## src/rtl/ram_refresh_seq.sv

```systemverilog
// CAS-before-RAS DRAM refresh sequencer fed by the refresh/QoS timer.
// Define REF_MISS_EN to build the 4-bit saturating missed-refresh counter behind RefMiss.
module ram_refresh_seq #(
    parameter int unsigned TCASPRE = 1,
    parameter int unsigned TRAS    = 3,
    parameter int unsigned TRP     = 2
) (
    input  logic CLK,
    input  logic nPOR,
    input  logic RefReq,
    input  logic RefUrg,
    input  logic nAS,
    input  logic RAMCS,
    output logic nRAS,
    output logic nCAS,
    output logic RAMHold,
    output logic RefAck,
    output logic RefMiss
);
    typedef enum logic [2:0] {StIdle, StPend, StCasLo, StRasLo, StPrech} stateT;

    localparam logic [2:0] CasPreLd = 3'(TCASPRE - 1);
    localparam logic [2:0] RasLd    = 3'(TRAS - 1);
    localparam logic [2:0] RpLd     = 3'(TRP - 1);

    stateT      state;
    logic [2:0] cnt;
    logic       refReqQ;
    logic       pending;
    logic       reArm;
    logic       busIdle;
    logic       refRise;
    logic       enterRas;

    assign busIdle  = nAS || !RAMCS;
    assign refRise  = RefReq && !refReqQ;
    assign enterRas = (state == StCasLo) && (cnt == 3'd0);

    always_ff @(posedge CLK or negedge nPOR) begin
        if (!nPOR) begin
            state   <= StIdle;
            cnt     <= 3'd0;
            nRAS    <= 1'b1;
            nCAS    <= 1'b1;
            RAMHold <= 1'b0;
            RefAck  <= 1'b0;
            pending <= 1'b0;
            reArm   <= 1'b0;
            refReqQ <= 1'b1;
        end else begin
            refReqQ <= RefReq;
            RefAck  <= 1'b0;

            // A request arriving during CASLO must survive the clear on RASLO entry.
            if (enterRas) begin
                pending <= refRise || reArm;
                reArm   <= 1'b0;
            end else if (refRise) begin
                pending <= 1'b1;
                if (state == StCasLo) reArm <= 1'b1;
            end

            case (state)
                StIdle: begin
                    if (pending) state <= StPend;
                end
                StPend: begin
                    RAMHold <= RefUrg;
                    if (busIdle) begin
                        state   <= StCasLo;
                        cnt     <= CasPreLd;
                        nCAS    <= 1'b0;
                        RAMHold <= 1'b1;
                    end
                end
                StCasLo: begin
                    if (cnt == 3'd0) begin
                        state <= StRasLo;
                        cnt   <= RasLd;
                        nRAS  <= 1'b0;
                    end else begin
                        cnt <= cnt - 3'd1;
                    end
                end
                StRasLo: begin
                    if (cnt == 3'd0) begin
                        state <= StPrech;
                        cnt   <= RpLd;
                        nRAS  <= 1'b1;
                        nCAS  <= 1'b1;
                    end else begin
                        cnt <= cnt - 3'd1;
                    end
                end
                StPrech: begin
                    if (cnt == 3'd0) begin
                        state   <= StIdle;
                        RAMHold <= 1'b0;
                        RefAck  <= 1'b1;
                    end else begin
                        cnt <= cnt - 3'd1;
                    end
                end
                default: state <= StIdle;
            endcase
        end
    end

`ifdef REF_MISS_EN
    logic [3:0] missCnt;
    logic       missEvent;

    assign missEvent = refRise && pending && ((state == StIdle) || (state == StPend));

    always_ff @(posedge CLK or negedge nPOR) begin
        if (!nPOR) begin
            missCnt <= 4'd0;
        end else if (missEvent && (missCnt != 4'hF)) begin
            missCnt <= missCnt + 4'd1;
        end
    end

    assign RefMiss = (missCnt != 4'd0);
`else
    assign RefMiss = 1'b0;
`endif

endmodule

```

## config.mk

```make
export PLATFORM = sky130hd
export DESIGN_NAME = ram_refresh_seq
export DESIGN_NICKNAME = d
export VERILOG_FILES = /design/src/rtl/ram_refresh_seq.sv
export SDC_FILE = /design/constraint.sdc
export NUM_CORES = 1
export LEC_CHECK = 0
export CAP_MARGIN = 20
export CORE_AREA = 2 2 48 50
export CTS_BUF_LIST = sky130_fd_sc_hd__clkbuf_16
export CTS_CLUSTER_DIAMETER = 100
export CTS_CLUSTER_SIZE = 30
export DETAILED_ROUTE_END_ITERATION = 10
export DIE_AREA = 0 0 50 52
export PLACE_DENSITY = 0.67
export SYNTH_ARGS = -nofsm -noshare
export SYNTH_HDL_FRONTEND = slang
export SYNTH_SLANG_ARGS = --single-unit
```

## constraint.sdc

```tcl
create_clock -name CLK -period 2.5 [get_ports CLK]
set_clock_uncertainty 0.15 [all_clocks]
set_input_delay 0.625 -clock CLK [delete_from_list [all_inputs] [get_ports CLK]]
set_output_delay 0.625 -clock CLK [all_outputs]
set_load 0.005 [all_outputs]
```

==> Yosys cells after proc, flatten, opt, wreduce, memory -nomap -nowiden <==
Index checks and enable logic that the tools add are counted.
{ "totals": {"register_bits": 13, "in_bits": 6, "output_inout_bits": 5, "word_cells": 65} }
{ "classes": {"addsub": 1, "n_eq_ne": 10, "mux": 25, "reduce_logical": 20} }
{ "ops": {"columns": ["cell", "count"], "rows": [
  ["two-way mux 3 bit", 9],
  ["one-hot mux 3 bit (5 select lines)", 1],
  ["one-hot mux 3 bit (4 select lines)", 1],
  ["two-way mux 1 bit", 11],
  ["!= test 2 bit (second input constant)", 5],
  ["nonzero test 2 bit", 5],
  ["AND reduction 3 bit", 3],
  ["equality test 3 x 2 -> 1 bit (second input constant)", 2],
  ["logical NOT 3 bit", 2],
  ["one-hot mux 1 bit (2 select lines)", 3],
  ["AND reduction 5 bit", 1],
  ["AND reduction 2 bit", 2],
  ["nonzero test 4 bit", 1],
  ["equality test 3 x 1 -> 1 bit (second input constant)", 1],
  ["equality test 3 bit (second input constant)", 1],
  ["subtractor 3 x 1 -> 3 bit (second input constant)", 1],
  ["logical AND 1 bit", 2],
  ["logical NOT 1 bit", 2],
  ["logical OR 1 bit", 2],
  ["!= test 2 x 1 -> 1 bit (second input constant)", 1]
]} }

==> Longest topological paths before layout <==
{ "logic_depth": {"depth_word": 4, "depth_mapped": 8, "depth_no_buf": 7} }

==> Worst setup path after synthesis <==
Ideal clock, no wire load.
{ "synth_timing": {"kind": "register to register", "from": "register cnt[0]", "to": "register cnt[1]", "setup_time_ns": 0.127, "t_arrival_ns": 1.422, "required_ns": 2.223, "path_slack_ns": 0.801, "stages_incl_launch_ff": 9, "path_buffers": 1, "period_less_slack_ns": 1.699, "path_cell_list": "dfrtp_1 inv_1 ha_1 ha_1 clkbuf_8 nand3b_1 nor2_1 nor3_1 mux2i_1"} }
{ "synth_via": {"elab_chain_len": 3, "word_cells_on_any_way": 8, "classes_between": "1 x add/sub; 1 x eq/ne; 4 x mux; 2 x reduce/logical"} }
{ "synth_lines": {"columns": ["item", "line_no", "text"], "rows": [
  ["start, declared", "27", "logic [2:0] cnt;"],
  ["start signal, assigned", "71", "cnt <= CasPreLd;"],
  ["start signal, assigned", "79", "cnt <= RasLd;"],
  ["start signal, assigned", "82", "cnt <= cnt - 3'd1;"],
  ["subtractor 3 x 1 -> 3 bit or logical NOT 3 bit (tied branches)", null, null],
  ["two-way mux 3 bit, or another cell as far along", "96", "if (cnt == 3'd0) begin"],
  ["one-hot mux 3 bit (4 select lines) or AND reduction 3 bit (tied branches)", null, null]
]} }
Parallel ways exist; a longest one is shown, timed or not. The select of a mux whose other input is x is not followed.
A chain may end at the register's enable or synchronous reset.

==> Worst setup path after layout <==
{ "layout_timing": {"from": "register nCAS", "to": "output port nCAS"} }
{ "layout_lines": {"columns": ["item", "line_no", "text"], "rows": [
  ["start, declared", "15", "output logic nCAS,"],
  ["start signal, assigned", "44", "nCAS <= 1'b1;"],
  ["start signal, assigned", "72", "nCAS <= 1'b0;"],
  ["start signal, assigned", "90", "nCAS <= 1'b1;"]
]} }
No word-level cell between the ends.

==> results by stage <==
Yosys:
- The number of distinct library cells after synthesis is 30.
- The mean area per synthesized cell is just over 10 µm².
- The cell area that synthesis handed to floorplanning was 812 µm².
- The cell count after synthesis came out at 80.
- The number of warning messages in the yosys log is 0.
- The synthesized netlist net count is 89.
- The share of the Yosys chip area taken by registers is 40.5%.
- Yosys attributes the largest share of cell area to sky130_fd_sc_hd__dfrtp_1, sky130_fd_sc_hd__dfstp_2, sky130_fd_sc_hd__mux2i_1, sky130_fd_sc_hd__ha_1, sky130_fd_sc_hd__nor3_4.
- Of all cell types, the one taking the most synthesized area is sky130_fd_sc_hd__dfrtp_1.
- Synthesis inferred 13 register bits.
- The share of synthesized area in the top cell type comes to a little under a third.

Routing:
- The average wire length per cell after detail routing is approximately 12 µm.
- Detailed routing inserted a total of 575 vias.
- In this run, the number of DRC markers left after iteration 0 of detailed routing was 5.
- In the routed layout, each cell is associated on average with a via count of 4.96.
- The met3 wire length is 56 µm.
- The detailed-routing wirelength on met1 is 660 µm.
- The first-pass detailed-route iteration total is 3.
- The highest routed metal layer is met4.
- The wire length after detailed routing is 1370 µm.
- The remaining antenna violation count after routing is 0.
- The post-detailed-route DRC marker count is 0.
- The routed design uses 642 µm of met2 wire.

Cells and area:
- The area growth from synthesis to layout is 19.6%.
- The library cell used most frequently in the layout, excluding fill and tap cells, is sky130_fd_sc_hd__dfrtp_1.
- In the layout the commonest cells are sky130_fd_sc_hd__dfrtp_1, sky130_fd_sc_hd__clkdlybuf4s50_1, sky130_fd_sc_hd__nor2_1, sky130_fd_sc_hd__mux2i_1, sky130_fd_sc_hd__a21oi_1.
- The antenna cell count is 0.
- In the final layout, the share of cells above drive strength 1 is 20.5%.
- After the last flow step, the layout net total stands at between 90 and 100.

Global routing:
- The via count of the first global-routing pass is 517.
- The number of antenna violations at the first check in global routing is 0.
- In the global route stage, overall resource usage came out at about 13%.
- The final global-route overflow total is 0.
- The global-route wire length before repair is between 2000 and 2500 µm.
- Entering global routing, the biggest net connects 17 pins.

Setup path:
- Traced cell by cell, the critical path runs through clkdlybuf4s50_1.
- The longest individual stage delay on the worst path is 530 ps.
- STA puts the critical path data required time at 1730 ps.
- Data on the critical path arrives at its endpoint at ~1300 ps.
- The category of the worst setup path capture point is a primary output.
- The slowest stage of the critical path is the sky130_fd_sc_hd__dfstp_2 cell.
- The critical path buffer and inverter count is 1.
- The critical path is of the reg -> out type.
- The dominant delay contributor by cell family on the critical path is flip-flops.
- In this run the worst path has a maximum fanout of 3.
- The worst setup path is launched from a register.

Floorplanning:
- The die is about 50 µm wide.
- The site row count is 17.
- For this configuration, the core starts out at a cell density of 38.6%.
- The floorplan step defined a die boundary enclosing 0.00260 mm².
- In this run the standard cell core region covers approximately 0.0021 mm².
- The vertical extent of the die is 52 µm.
- 11 I/O pins were placed.

Timing:
- The worst pin sits at a relative slew slack of 61.0%.
- The highest attainable clock frequency is 0.492 GHz.
- At the pin with the least slew margin, the transition time is 583 ps.
- The total count of max-transition violations in the final report was 0.
- The count of final hold-check violations is 0.
- The worst path in the final design needs a cycle of 2030 ps, including I/O delays and setup.
- Setup repair after global routing left no endpoint under its margin.
- The final clock period utilization by the worst path is 81.3%.
- The final sum of negative setup slack is 0 ps.
- Setup violations remaining at the end of the flow were counted as 0.

Clock tree:
- Counting every sink on the clock net gives 13.
- The clock buffer count from CTS is 3.
- The clock passes through at most 2 buffers.
- Clock-pin slew was measured on the worst setup and hold paths at 40 ps.
- In this run, post-CTS repair resized a total of 0 instances.
- In this run the number of H-tree levels came out at 1.
- The TritonCTS clock tree is done.
- The clock latency on the worst-skew pair is 240 ps.
- The CTS root buffer is sky130_fd_sc_hd__clkbuf_16.
- The number of hold buffers added after CTS is 0.
- The setup fix buffers added after clock tree synthesis is 0.

Outcome:
- The run finished with clean final reports.

Pwr:
- The worst-case IR drop observed on VDD is 0.781 mV.
- For this design the static power due to leakage is 0.413 nW.
- Power spread over the standard cell area amounts to roughly 1400 mW/mm².
- The overall power after layout is 1.35 mW.

Worst hold path:
- The classification of the worst-slack hold path is reg -> reg.

Placement:
- The count of buffers added on input and output ports is 9.
- The post-detailed-placement half-perimeter wirelength is around 990 µm.
- Routability-driven placement finished with a final weighted congestion of 0.767.

Flow run:
- Across the run, the number of max-cap violations was 0.
[synthesized netlist by cell type]
master                     instances
sky130_fd_sc_hd__a31o_2            1
sky130_fd_sc_hd__and2b_2           1
sky130_fd_sc_hd__nand3b_1          2
sky130_fd_sc_hd__dfrtp_1          10
sky130_fd_sc_hd__nor2_1            8
sky130_fd_sc_hd__nand2_1           3
sky130_fd_sc_hd__nor3_1            5
sky130_fd_sc_hd__inv_1             5
sky130_fd_sc_hd__conb_1            1
sky130_fd_sc_hd__buf_6             2
sky130_fd_sc_hd__o221a_1           1
sky130_fd_sc_hd__mux2i_1           6
sky130_fd_sc_hd__o21ai_0           4
sky130_fd_sc_hd__nor3_4            2
sky130_fd_sc_hd__buf_4             1
sky130_fd_sc_hd__nor2b_4           1
sky130_fd_sc_hd__nand3_1           1
sky130_fd_sc_hd__o22ai_1           1
sky130_fd_sc_hd__or2b_4            2
sky130_fd_sc_hd__ha_1              3
sky130_fd_sc_hd__nor4_1            1
sky130_fd_sc_hd__clkbuf_8          1
sky130_fd_sc_hd__a311oi_1          1
sky130_fd_sc_hd__dfstp_2           3
sky130_fd_sc_hd__nor3b_2           1
sky130_fd_sc_hd__nor2_4            1
sky130_fd_sc_hd__mux2_2            1
sky130_fd_sc_hd__a21oi_1           6
sky130_fd_sc_hd__nand2b_1          3
sky130_fd_sc_hd__buf_2             2
[path summary, 6_finish.rpt]
check / slack, ps / cells after the start / end / startpoint
max in group asynchronous: 1210 / 1 / state[0] / nPOR
max: 470 / 1 / nCAS / nCAS
max reg2reg: 610 / 7 / cnt[0] / cnt[0]
min reg2reg: 340 / 2 / pending / reArm
min: 340 / 2 / pending / reArm
min in group asynchronous: 610 / 1 / pending / nPOR
[worst min-delay path: cells and delay by family, from the launching register on]
kind,cells,cell delay [ps]
simple gates,2,120
flops,1,340
[through the flow]
step / hold slack [ps] / worst slack [ps] / std cells / util [%] / area [µm²]
final: 343 / 468 / 116 / 46.1 / 971
after global routing: 357 / 429 / 116 / 46.1 / 971
after detailed placement: 341 / 394 / 112 / 42.3 / 891
after floorplan: 179 / 801 / 80 / - / 812
after CTS: 350 / 462 / 116 / 46.1 / 971
after global placement: 335 / 438 / 112 / 42.3 / 891
[flip-flops by register name (all words and copies together) (netlist names)]
register,flops
cnt,3
pending,1
reArm,1
nCAS,1
state,3
RAMHold,1
RefAck,1
refReqQ,1
nRAS,1
[layout make-up]
type | instances | area, µm²
clock buffers | 3 | 75.1
multi-input cells | 56 | 410
clock inverters | 1 | 5.00
inverters | 5 | 18.8
well taps | 28 | 35.0
repair buffers | 10 | 97.6
fillers | 190 | 1130
flip-flops and latches | 13 | 329
[routing by layer]
metal / up-vias / track usage (%)
li1: 292 / -
met1: 273 / 15.3
met2: 8 / 19.3
met3: 2 / 6.03
met4: 0 / 4.17
met5: - / 0
[power breakdown]
| group | internal (mW) | switching, mW |
|---|---|---|
| Sequential | 0.306 | 0.135 |
| Combinational | 0.323 | 0.281 |
| Clock | 0.212 | 0.0867 |
[cell families after synthesis]
| family | after synthesis | share of synthesized area (%) |
|---|---|---|
| flops | 13 | 40.5 |
| simple gates | 31 | 26.2 |
| compound gates | 14 | 10.5 |
| mux | 7 | 8.78 |
| other cells | 1 | 0.462 |
| fa+ha+maj | 3 | 4.62 |
| buf+inv | 11 | 8.94 |
No activity file was read; power rests on OpenSTA's default activity.
==> RTL edit: new RTL, same settings <==
Build with the macro `REF_MISS_EN` defined.
--- a/src/rtl/ram_refresh_seq.sv
+++ b/src/rtl/ram_refresh_seq.sv
@@ -1,5 +1,7 @@
 // CAS-before-RAS DRAM refresh sequencer fed by the refresh/QoS timer.
 // Define REF_MISS_EN to build the 4-bit saturating missed-refresh counter behind RefMiss.
+`define REF_MISS_EN
+
 module ram_refresh_seq #(
     parameter int unsigned TCASPRE = 1,
     parameter int unsigned TRAS    = 3,
Formal check against the unedited RTL: not equivalent (a bounded check fails within 4 cycles, from zero or initial values).
==> RTL edit against the original RTL <==
Non-clock buffer count rose by 2. Final area rose by 18%. Setup slack got worse by 0.21 ns. Sequential cell count rose by 4. Wire length rose by 27%. Utilization rose by 8.4 points. Via count rose by 23%. Synthesized area rose by 17%. Sequential power rose by 30%. Largest power group unchanged. Largest cell class unchanged. Total power rose by 15%. Critical path depth rose by 3. Final cell count rose by 16%. Clock power rose by 6%.
==> RTL edit: results (changes against the original RTL) <==
.. list-table::
   :header-rows: 1

   * - Metric
     - Value
   * - Outcome
     - completed
   * - Critical path destination
     - RefMiss
   * - Critical R2R Launch
     - cnt[0]$_DFFE_PN0P_
   * - Post-synthesis sequential area ratio
     - 45.1% (+4.6 points)
   * - Max FO, Critical Path
     - 4 (+1)
   * - Post-Syn Nets
     - 105 (+18%)
   * - Final setup slack of the worst path
     - 0.261 ns (-0.206 ns)
   * - Global routing usage summed across all routing layers
     - 16.5% (+4.0 points)
   * - Registers with the most flip-flops
     - missCnt: 4 flops, cnt: 3 flops, state: 3 flops
   * - Number of vias per cell
     - 5.24 (+5.7%)
   * - Top cells by instance count after synthesis
     - 14 x dfrtp_1, 10 x nand2_1, 8 x a21oi_1, 7 x nor2b_1
   * - Worst stage delay on the critical path
     - 0.49 ns (-0.04 ns)
   * - Sw Pwr
     - 0.575 mW (+14%)
   * - Overall routed net length
     - 1740 um (+27%)
   * - Maximum count of clock buffers along a single path
     - 2 (unchanged)
   * - Data arrival time of the critical path
     - 1.46 ns (+0.20 ns)
   * - Diodes inserted
     - 0 (unchanged)
   * - Wire length of the first global-routing pass
     - 3110 um (+29%)
   * - Worst setup startpoint
     - missCnt[0]$_DFFE_PN0P_
   * - Pin count of the biggest net entering global routing
     - 18 (+1)
   * - Length in cells of the worst reg-to-reg path
     - 6 (-1)
   * - Number of global-route vias before repair
     - 690 (+33%)
   * - # nets final
     - 118 (+20%)
   * - Hold wc startpoint
     - nRAS$_DFFE_PN1P_
   * - Dominant delay contributor by cell family on the critical path
     - buffers and inverters
   * - IR drop worst, VDD
     - 0.518 mV (-34%)
   * - Worst hold path endpoint
     - nRAS$_DFFE_PN1P_
   * - Biggest area contributors in the synthesized netlist
     - dfrtp_1 37%, dfstp_2 8.3%, ha_1 5.3%, nor2b_1 4.6%, a21oi_1 4.2%
   * - Weighted congestion reported at the end of routability-driven placement
     - 0.796 (+3.7%)
   * - Share of final-layout standard cells stronger than drive strength 1
     - 13.1% (-7.4 points)
   * - DRC marker count from the first detailed-route iteration
     - 11 (+6)
   * - Leakage power of the design
     - 0.499 nW (+21%)
   * - Post-placement worst setup slack
     - 0.200 ns (-0.194 ns)
   * - HPWL reported at the end of detailed placement
     - 1280 um (+28%)
   * - Count of fill cells added during filler insertion
     - 178 (-6.3%)
   * - Post-detailed-placement cell area
     - 1070 um2 (+20%)
RTL edit: cell count changes in the layout (fill, tap and decap cells not counted), moves of 3 or more:
| cell | delta |
|---|---|
| dfrtp_1 | +4 |
| nand2_1 | +7 |
| nor2b_1 | +7 |
| nor3_1 | -3 |
| nor2_1 | -3 |
| mux2i_1 | -5 |
RTL edit: routing by layer:
metal | GRT usage [%] | share of wire (%) | vias up
met5 | 0 | 0 | -
met4 | 11.6 | 2.0 | 0
met3 | 4.60 | 4.2 | 4
met2 | 25.0 | 45 | 16
met1 | 20.3 | 49 | 334
li1 | - | - | 353
RTL edit: kinds of logic (layout without fill, tap and decap cells):
kind of cell / count (synthesis) / after routing / synth area share [%]
AND/OR/NAND/NOR: 37 / 37 / 22.6
adder cells (fa/ha/maj): 4 / 4 / 5.26
AO/OA/AOI/OAI: 23 / 23 / 16.3
buffers and inverters: 9 / 21 / 5.39
flip-flops: 17 / 17 / 45.1
XOR/XNOR: 2 / 2 / 1.84
multiplexers: 3 / 3 / 3.42
RTL edit: power by group through the flow:
stage	combinational (mW)	sequential [mW]	clock (mW)
after floorplan	0.567	0.497	0
after global placement	0.639	0.570	0
after detailed placement	0.650	0.576	0
after CTS	0.657	0.571	0.330
after global routing	0.744	0.597	0.341
final	0.650	0.574	0.318
RTL edit: through the flow:
stage,std cells,util (%),hold WS (ns)
6_report,135,54.5,0.336
3_5_place_dp,131,50.7,0.323
2_1_floorplan,95,-,0.179
4_1_cts,135,54.5,0.334
3_3_place_gp,131,50.7,0.323
5_1_grt,135,54.5,0.372
RTL edit: final cells by class:
cell class	instances	area, um2	area share (%)
clock buffers	3	75.1	6.54
clock inverters	1	5.00	0.436
inverters	5	18.8	1.63
multi-input cells	69	470	41.0
flip-flops and latches	17	429	37.4
well taps	28	35.0	3.05
repair buffers	12	115	10.0
